<file path="config.mk">
export PLATFORM = sky130hd
export DESIGN_NAME = password_scan_ctrl_flat
export DESIGN_NICKNAME = d
export VERILOG_FILES = /design/src/rtl/password_scan_ctrl_if.sv /design/src/rtl/password_scan_ctrl.sv /design/src/flat_wrapper.sv
export SDC_FILE = /design/constraint.sdc
export NUM_CORES = 1
export LEC_CHECK = 0
export BUFFER_PORTS_ARGS = -buffer_cell sky130_fd_sc_hd__buf_2
export CAP_MARGIN = 20
export CELL_PAD_IN_SITES_DETAIL_PLACEMENT = 1
export CELL_PAD_IN_SITES_GLOBAL_PLACEMENT = 1
export CORE_MARGIN = 5
export CORE_UTILIZATION = 40
export CTS_CLUSTER_DIAMETER = 200
export CTS_CLUSTER_SIZE = 40
export DETAILED_ROUTE_END_ITERATION = 6
export HOLD_SLACK_MARGIN = 0.03
export PLACE_DENSITY = 0.88
export SYNTH_ARGS = -nofsm -noshare
export SYNTH_HDL_FRONTEND = slang
export SYNTH_SLANG_ARGS = --single-unit
export TNS_END_PERCENT = 100
</file>
<file path="constraint.sdc">
create_clock -name clk -period 2 [get_ports clk]
set_input_delay 0.4 -clock clk [delete_from_list [all_inputs] [get_ports clk]]
set_output_delay 0.4 -clock clk [all_outputs]
set_load 0.02 [all_outputs]
</file>
<file path="src/rtl/password_scan_ctrl_if.sv">
// Keypad, ROM and result signals of the password scan controller.
// master = keypad/ROM side, slave = the controller.
interface password_scan_ctrl_if #(
  parameter int ADDR_W = 3
);
  logic [3:0]        digit_in;
  logic              digit_valid;
  logic              clear;
  logic [ADDR_W-1:0] rom_addr;
  logic [15:0]       rom_q;
  logic              busy;
  logic              access_granted;
  logic              access_denied;
  logic [ADDR_W-1:0] user_idx;
  logic              locked;

  modport master (
    output digit_in, digit_valid, clear, rom_q,
    input  rom_addr, busy, access_granted, access_denied, user_idx, locked
  );

  modport slave (
    input  digit_in, digit_valid, clear, rom_q,
    output rom_addr, busy, access_granted, access_denied, user_idx, locked
  );
endinterface

</file>
<file path="src/rtl/password_scan_ctrl.sv">
// Collects a 4-digit ID, scans the ID ROM for the lowest matching entry, reports grant/deny.
// Optional lockout after repeated denials is built when PWD_LOCKOUT_EN is defined.
module password_scan_ctrl #(
  parameter int NUM_USERS   = 8,
  parameter int ADDR_W      = 3,
  parameter int MAX_FAIL    = 3,
  parameter int LOCK_CYCLES = 1024
) (
  input logic                 clk,
  input logic                 reset,
  password_scan_ctrl_if.slave bus
);
  typedef enum logic [1:0] {IDLE, SCAN, DONE, LOCK} state_t;

  localparam logic [ADDR_W-1:0] LAST_ADDR = ADDR_W'(NUM_USERS - 1);

  state_t            state, nextState;
  logic [15:0]       cand;
  logic [1:0]        dcnt;
  logic [ADDR_W-1:0] romAddr;
  logic [ADDR_W-1:0] addrD;     // address whose data is on rom_q this cycle
  logic              primed;    // rom_q holds a scanned entry
  logic [ADDR_W-1:0] userIdx;
  logic              grantFlag;
  logic              hit, lastEntry, lockEnter, lockDone;

  assign hit       = primed && (bus.rom_q == cand);
  assign lastEntry = primed && (addrD == LAST_ADDR);

`ifdef PWD_LOCKOUT_EN
  localparam int FAIL_W = $clog2(MAX_FAIL + 1);
  localparam int LOCK_W = $clog2(LOCK_CYCLES + 1);

  logic [FAIL_W-1:0] failCnt;
  logic [LOCK_W-1:0] lockCnt;

  assign lockEnter = (failCnt == FAIL_W'(MAX_FAIL - 1));
  assign lockDone  = (lockCnt == '0);

  always_ff @(posedge clk) begin
    if (!reset) begin
      failCnt <= '0;
      lockCnt <= '0;
    end else if (state == SCAN && !bus.clear) begin
      if (hit) failCnt <= '0;
      else if (lastEntry) begin
        if (failCnt != FAIL_W'(MAX_FAIL)) failCnt <= failCnt + 1'b1;
        if (lockEnter) lockCnt <= LOCK_W'(LOCK_CYCLES - 1);
      end
    end else if (state == LOCK) begin
      if (lockDone) failCnt <= '0;
      else          lockCnt <= lockCnt - 1'b1;
    end
  end
`else
  assign lockEnter = 1'b0;
  assign lockDone  = 1'b1;
`endif

  always_ff @(posedge clk) begin
    if (!reset) state <= IDLE;
    else        state <= nextState;
  end

  always_comb begin
    nextState = state;
    case (state)
      IDLE: if (!bus.clear && bus.digit_valid && dcnt == 2'd3) nextState = SCAN;
      // clear beats a same-cycle hit or final miss
      SCAN: if (bus.clear)     nextState = IDLE;
            else if (hit)       nextState = DONE;
            else if (lastEntry) nextState = lockEnter ? LOCK : DONE;
      DONE: if (bus.clear) nextState = IDLE;
      LOCK: if (lockDone) nextState = IDLE;
      default: nextState = IDLE;
    endcase
  end

  always_comb begin
    bus.busy           = 1'b0;
    bus.access_granted = 1'b0;
    bus.access_denied  = 1'b0;
    bus.locked         = 1'b0;
    case (state)
      SCAN: bus.busy = 1'b1;
      DONE: begin
        bus.access_granted = grantFlag;
        bus.access_denied  = !grantFlag;
      end
`ifdef PWD_LOCKOUT_EN
      LOCK: begin
        bus.access_denied = 1'b1;
        bus.locked        = 1'b1;
      end
`endif
      default: ;
    endcase
  end

  assign bus.rom_addr = romAddr;
  assign bus.user_idx = userIdx;

  always_ff @(posedge clk) begin
    if (!reset) begin
      cand      <= '0;
      dcnt      <= '0;
      romAddr   <= '0;
      addrD     <= '0;
      primed    <= 1'b0;
      userIdx   <= '0;
      grantFlag <= 1'b0;
    end else begin
      case (state)
        IDLE: begin
          if (bus.clear) begin
            cand <= '0;
            dcnt <= '0;
          end else if (bus.digit_valid) begin
            cand    <= {cand[11:0], bus.digit_in};
            dcnt    <= dcnt + 2'd1;
            romAddr <= '0;
            primed  <= 1'b0;
          end
        end
        SCAN: begin
          if (bus.clear) begin
            cand    <= '0;
            romAddr <= '0;
          end else begin
            if (romAddr != LAST_ADDR) romAddr <= romAddr + 1'b1;
            addrD  <= romAddr;
            primed <= 1'b1;
            if (hit) begin
              userIdx   <= addrD;
              grantFlag <= 1'b1;
            end else if (lastEntry) begin
              grantFlag <= 1'b0;
            end
          end
        end
        DONE: begin
          if (bus.clear) begin
            cand    <= '0;
            romAddr <= '0;
          end
        end
        default: begin
          if (lockDone) cand <= '0;
        end
      endcase
    end
  end
endmodule

</file>
<file path="src/flat_wrapper.sv">
// flat-port wrapper written by rule: the top's interface ports become plain ports
module password_scan_ctrl_flat 
#(
  parameter int NUM_USERS   = 8,
  parameter int ADDR_W      = 3,
  parameter int MAX_FAIL    = 3,
  parameter int LOCK_CYCLES = 1024
)
  (clk, reset, bus_digit_in, bus_digit_valid, bus_clear, bus_rom_q, bus_rom_addr, bus_busy, bus_access_granted, bus_access_denied, bus_user_idx, bus_locked);
  password_scan_ctrl_if #(.ADDR_W(ADDR_W)) bus_i ();
  input logic clk;
  input logic reset;
  input wire logic [$bits(bus_i.digit_in)-1:0] bus_digit_in;
  input wire logic [$bits(bus_i.digit_valid)-1:0] bus_digit_valid;
  input wire logic [$bits(bus_i.clear)-1:0] bus_clear;
  input wire logic [$bits(bus_i.rom_q)-1:0] bus_rom_q;
  output wire logic [$bits(bus_i.rom_addr)-1:0] bus_rom_addr;
  output wire logic [$bits(bus_i.busy)-1:0] bus_busy;
  output wire logic [$bits(bus_i.access_granted)-1:0] bus_access_granted;
  output wire logic [$bits(bus_i.access_denied)-1:0] bus_access_denied;
  output wire logic [$bits(bus_i.user_idx)-1:0] bus_user_idx;
  output wire logic [$bits(bus_i.locked)-1:0] bus_locked;
  assign bus_i.digit_in = bus_digit_in;
  assign bus_i.digit_valid = bus_digit_valid;
  assign bus_i.clear = bus_clear;
  assign bus_i.rom_q = bus_rom_q;
  assign bus_rom_addr = bus_i.rom_addr;
  assign bus_busy = bus_i.busy;
  assign bus_access_granted = bus_i.access_granted;
  assign bus_access_denied = bus_i.access_denied;
  assign bus_user_idx = bus_i.user_idx;
  assign bus_locked = bus_i.locked;
  password_scan_ctrl #(.NUM_USERS(NUM_USERS), .ADDR_W(ADDR_W), .MAX_FAIL(MAX_FAIL), .LOCK_CYCLES(LOCK_CYCLES)) u_core (.clk(clk), .reset(reset), .bus(bus_i));
endmodule
</file>
==> qor.yml, run 1 <==
post-cts-setup-buffers: 0
p_clk_frac: 0.422
io_pins: 34
switching_share: 0.2409
core-area_sq_mm: 0.003943
synthToLayoutAreaGrowth_pct: 18.68
ys_seq_elements: 31
finalSetupTns_ns: 0
fin_area_sq_mm: 0.001916
synth_nets: 216
r2r-start: "u_core.state[0]"
die_area_sq_mm: 0.005405
diodes: 0
vias: 1409
status: "complete, no violations"
grt_pass1_wl_mm: 6.851
min_period_ns: 1.830
start_util: 0.4094
netSwitchingPower_uw: 314.3
clk_latency_ns: 0.28
yosysWarningCount: 0
p_total_mw: 1.305
grt_antenna_before_repair: 0
drive_above_1_share: 0.2409
power_density_mw_per_mm2: 681.2
reg2reg_to: "u_core.state[1]"
p_seq_frac: 0.482
cts_root_buffer: "clkbuf_8"
path_clk_slew_ns: 0.07
hold_start: "bus_digit_in[3]"
r2r_slack_ns: 0.17
p_int_uw: 990.6
port_buffers: 32
syn-cell-area_sq_mm: 0.001614
pwr-share-comb: 0.096
drt_first_iter_violations: 63
hold_buffers: 0
postRouteAntennaNets: 0
dieHeight_um: 73.52
timing.fmax_mhz: 546.3
yosysSeqAreaShare: 0.3845
tritoncts: "yes"
synth_cells: 184
die_w_um: 73.52
grt_max_degree: 15
numCtsBuffers: 5
arrival_ns: 2.00
syn_area_per_cell_sq_um: 8.772
drt_pass1_iterations: 4
clock_sinks: 31
cts_max_level: 2
vdd_drop_max_uv: 377.4
wl_mm: 3.985
ys_types: 39
place_area_sq_mm: 0.001813
min_path_cells: 3
end_kind: "register"
dp_cells: 262
path_class: "reg2reg"
finalNonFillerCells: 270
ff2ff_path_depth: 7
drcViolationCount: 0
startpoint_type: "register"
p_leak_nw: 0.8021
cp-startpoint: "u_core.state[0]"
clk_path_buf_depth: 2
grt.overflow.total: 0
worst_clock_skew_ns: 0.006434
fin_crit_sh: 0.9152
grt_util_all_layers: 0.1648
setup_viol: 0
hold_class: "in2reg"
maxCapViolations: 0
post_cts_resized: 0
cp_max_fo: 6
rsz0062_at_grt: "false"
grt_pass1_vias: 1471
slew_viol_final: 0
avgRoutedWirePerCell_um: 14.76
avgViaCountPerCell: 5.219
critPathRequiredTime_ns: 2.17
gp_congestion: 0.8521
rows: 23
timing.final.hold_violations: 0
min_to: "u_core.cand[3]"
dp_hpwl_mm: 3.158
final_nets: 251
how the worst max path moves through the flow:
stage               slack [ns]              end
global placement          0.22  u_core.state[1]
floorplan                 0.30   u_core.cand[3]
global route              0.04  u_core.state[0]
CTS                       0.16  u_core.state[1]
detailed placement        0.17  u_core.state[1]
finish                    0.17  u_core.state[1]
placed cells by master (no fill, tap or decap), drive strengths merged, types with 2 or more instances in the layout:
cell	instances
clkbuf	8
nand3	3
nor2b	5
a22oi	17
and2	2
mux2i	4
and3	2
buf	36
xnor2	6
o21ai	7
mux2	2
nand2	15
nor4	2
inv	6
a21oi	13
nor2	25
dfxtp	31
nand2b	5
nand4	4
nor3	4
ha	8
xor2	7
per-layer routing:
layer / vias to the layer above / global-route usage / wire [um]
met5: - / 0 / 0
met4: 0 / 0.05030 / 43
met1: 665 / 0.1908 / 1628
met2: 36 / 0.2874 / 2090
met3: 5 / 0.05198 / 223
li1: 703 / - / -
registers in the layout (all words and copies together) (netlist names):
name                 cells
u_core.bus.user_idx      3
u_core.grantFlag         1
u_core.cand             16
u_core.primed            1
u_core.state             2
u_core.dcnt              2
u_core.addrD             3
u_core.bus.rom_addr      3
metrics by stage:
stage | utilization | worst slack, ns | hold WS [ns]
3_3_place_gp | 0.4599 | 0.2249 | 0.4423
5_1_grt | 0.4859 | 0.03954 | 0.3777
3_5_place_dp | 0.4599 | 0.1737 | 0.4567
4_1_cts | 0.4852 | 0.1579 | 0.3606
2_1_floorplan | - | 0.3036 | 0.4478
6_report | 0.4859 | 0.1696 | 0.3705
kinds of logic (layout without fill, tap and decap cells):
family / after synthesis / in the layout / synth area share
buffers and inverters: 15 / 51 / 0.04960
flip-flops: 31 / 31 / 0.3845
AO/OA/AOI/OAI: 41 / 41 / 0.1659
adder cells (fa/ha/maj): 8 / 8 / 0.06202
multiplexers: 6 / 6 / 0.03876
other: 1 / 1 / 0.002323
AND/OR/NAND/NOR: 69 / 69 / 0.2264
XOR/XNOR: 13 / 13 / 0.07054
power by group through the flow:
stage               logic [mW]  clock network [mW]  registers [mW]
finish                   0.126               0.550           0.629
global route             0.142               0.597           0.629
CTS                      0.125               0.578           0.629
detailed placement       0.125                   0           0.643
global placement         0.121                   0           0.643
floorplan               0.0832                   0           0.641
worst max-delay path, stage by stage (launching register included):
cell	delay [ns]
dfxtp_1	0.39
inv_1	0.12
ha_1	0.27
nor2b_1	0.16
a21oi_2	0.25
mux2_2	0.38
nand4_1	0.09
o31ai_1	0.07
area by class of cell:
cell class | count | area (sq um)
Fill cell | 487 | 2027
Multi-Input combinational cell | 138 | 915.9
Sequential cell | 31 | 620.6
Timing Repair Buffer | 36 | 190.2
Clock buffer | 8 | 100.1
Tap cell | 50 | 62.56
Inverter | 7 | 26.28
cells in the mapped netlist, drive strengths merged:
cell | count | share of area
a211oi | 1 | 0.0078
and2 | 2 | 0.0078
nand3b | 1 | 0.0047
nor3 | 4 | 0.016
nand3 | 3 | 0.017
a21oi | 13 | 0.043
o22ai | 1 | 0.0039
nand4 | 4 | 0.016
conb | 1 | 0.0023
nor4 | 2 | 0.017
buf | 6 | 0.029
inv | 6 | 0.014
mux2 | 2 | 0.014
nor2b | 5 | 0.024
mux2i | 4 | 0.025
a22oi | 17 | 0.079
clkinv | 1 | 0.0023
a222oi | 1 | 0.0062
clkbuf | 2 | 0.0047
nand2 | 15 | 0.035
xor2 | 7 | 0.038
o21ai | 7 | 0.022
nand2b | 5 | 0.019
xnor2 | 6 | 0.033
dfxtp | 31 | 0.38
ha | 8 | 0.062
and3 | 2 | 0.0085
o31ai | 1 | 0.0047
nor2 | 25 | 0.058
or2 | 1 | 0.0039
(Power assumes the default switching activity.)
==> run 2, diff against run 1 <==
- PLACE_DENSITY: 0.88 -> 0.78
==> qor.yml, run 2 (synthesized netlist as in run 1, its figures left out) <==
status: "complete, no violations"
post-cts-setup-buffers: 0
hold_buffers: 0
min_period_ns: 1.783
drt_first_iter_violations: 73
port_buffers: 32
dieHeight_um: 73.52
worst_clock_skew_ns: 0.006459
path_clk_slew_ns: 0.07
slew_viol_final: 0
clock_sinks: 31
grt_max_degree: 15
postRouteAntennaNets: 0
cp-startpoint: "u_core.state[0]"
hold_start: "bus_digit_in[0]"
path_class: "reg2reg"
grt_pass1_vias: 1415
die_w_um: 73.52
p_leak_nw: 0.7935
core-area_sq_mm: 0.003943
avgRoutedWirePerCell_um: 14.72
diodes: 0
numCtsBuffers: 5
startpoint_type: "register"
die_area_sq_mm: 0.005405
hold_class: "in2reg"
worst_slack_ns: 0.2173
rows: 23
final_common_cell: "buf_2"
finalSetupTns_ns: 0
io_pins: 34
vias: 1378
rsz0062_at_grt: "false"
avgViaCountPerCell: 5.142
grt_pass1_wl_mm: 6.796
dp_hpwl_mm: 3.099
final_nets: 250
tritoncts: "yes"
drive_above_1_share: 0.2385
whs_ns: 0.3773
critical_path.top_delay_family: "flip-flops"
clk_latency_ns: 0.28
r2r-start: "u_core.state[0]"
critPathMaxStageDelay_ns: 0.38
critPathRequiredTime_ns: 2.17
post_cts_resized: 0
drcViolationCount: 0
cp_max_fo: 6
power_density_mw_per_mm2: 660.4
p_total_mw: 1.252
grt_util_all_layers: 0.1643
timing.final.hold_violations: 0
regMostFlops: "u_core.cand"
crit_path_top_delay_cell: "dfxtp_1"
path_cells: "inv_1 > ha_1 > nor2b_1 > a21oi_2 > mux2_2 > nand4_1 > o21ai_0"
maxCapViolations: 0
grt.overflow.total: 0
setup_viol: 0
synthToLayoutAreaGrowth_pct: 17.44
largest_reg_flops: 16
drt_pass1_iterations: 4
layout_common_cells: "32 x buf_2, 31 x dfxtp_1, 25 x nor2_1, 17 x a22oi_1, 15 x nand2_1"
start_util: 0.4094
wl_mm: 3.946
clk_path_buf_depth: 2
grt_antenna_before_repair: 0
cts_root_buffer: "clkbuf_8"
timing.fmax_mhz: 561.0
fin_crit_sh: 0.8913
dp_slack_ns: 0.1283
crit_buf_inv: 1
vdd_drop_max_uv: 371.0
end_kind: "register"
gp_congestion: 0.8238
final_util: 0.4808
arrival_ns: 1.95
cts_max_level: 2
## run 2: changes by cell type in the layout (fill, tap and decap cells not counted), sizes merged
cell    delta
clkinv     +1
buf        -1
clkbuf     -2
## run 2: worst paths after layout
path | cells after the start | endpoint | slack (ns)
worst min-delay path | 3 | u_core.cand[0] | 0.38
worst max-delay path | 7 | u_core.state[0] | 0.22
worst max register to register | 7 | u_core.state[0] | 0.22
worst min register to register | 2 | u_core.bus.user_idx[1] | 0.47
## run 2: stage by stage
step | cell area, sq um | std cells
global route | 1896 | 268
global placement | 1805 | 261
finish | 1896 | 268
detailed placement | 1805 | 261
CTS | 1893 | 268
floorplan | 1614 | 184
## run 2: area by class of cell
cell class                      instances  area (sq um)
Inverter                                7         26.28
Sequential cell                        31         620.6
Clock inverter                          1         5.005
Timing Repair Buffer                   35         182.7
Clock buffer                            6         82.58
Multi-Input combinational cell        138         915.9
Tap cell                               50         62.56
Fill cell                             481          2047
## run 2: power breakdown
part           switching (mW)  internal [mW]  leakage, nW
Combinational          0.0717         0.0531        0.496
Clock                   0.229          0.270       0.0470
Sequential            0.00579          0.623        0.250
Total                   0.306          0.946        0.793
## run 2: per-layer routing
layer	vias to the layer above	part of all wire	global-route usage
met2	27	0.48	0.2667
met1	644	0.46	0.2050
met3	4	0.046	0.03967
met5	-	0	0
met4	0	0.010	0.07243
li1	703	-	-
## run 2: tightest hold or removal path: stages
cell	delay, ns
buf_2	0.07
a22oi_1	0.06
nor2_1	0.08
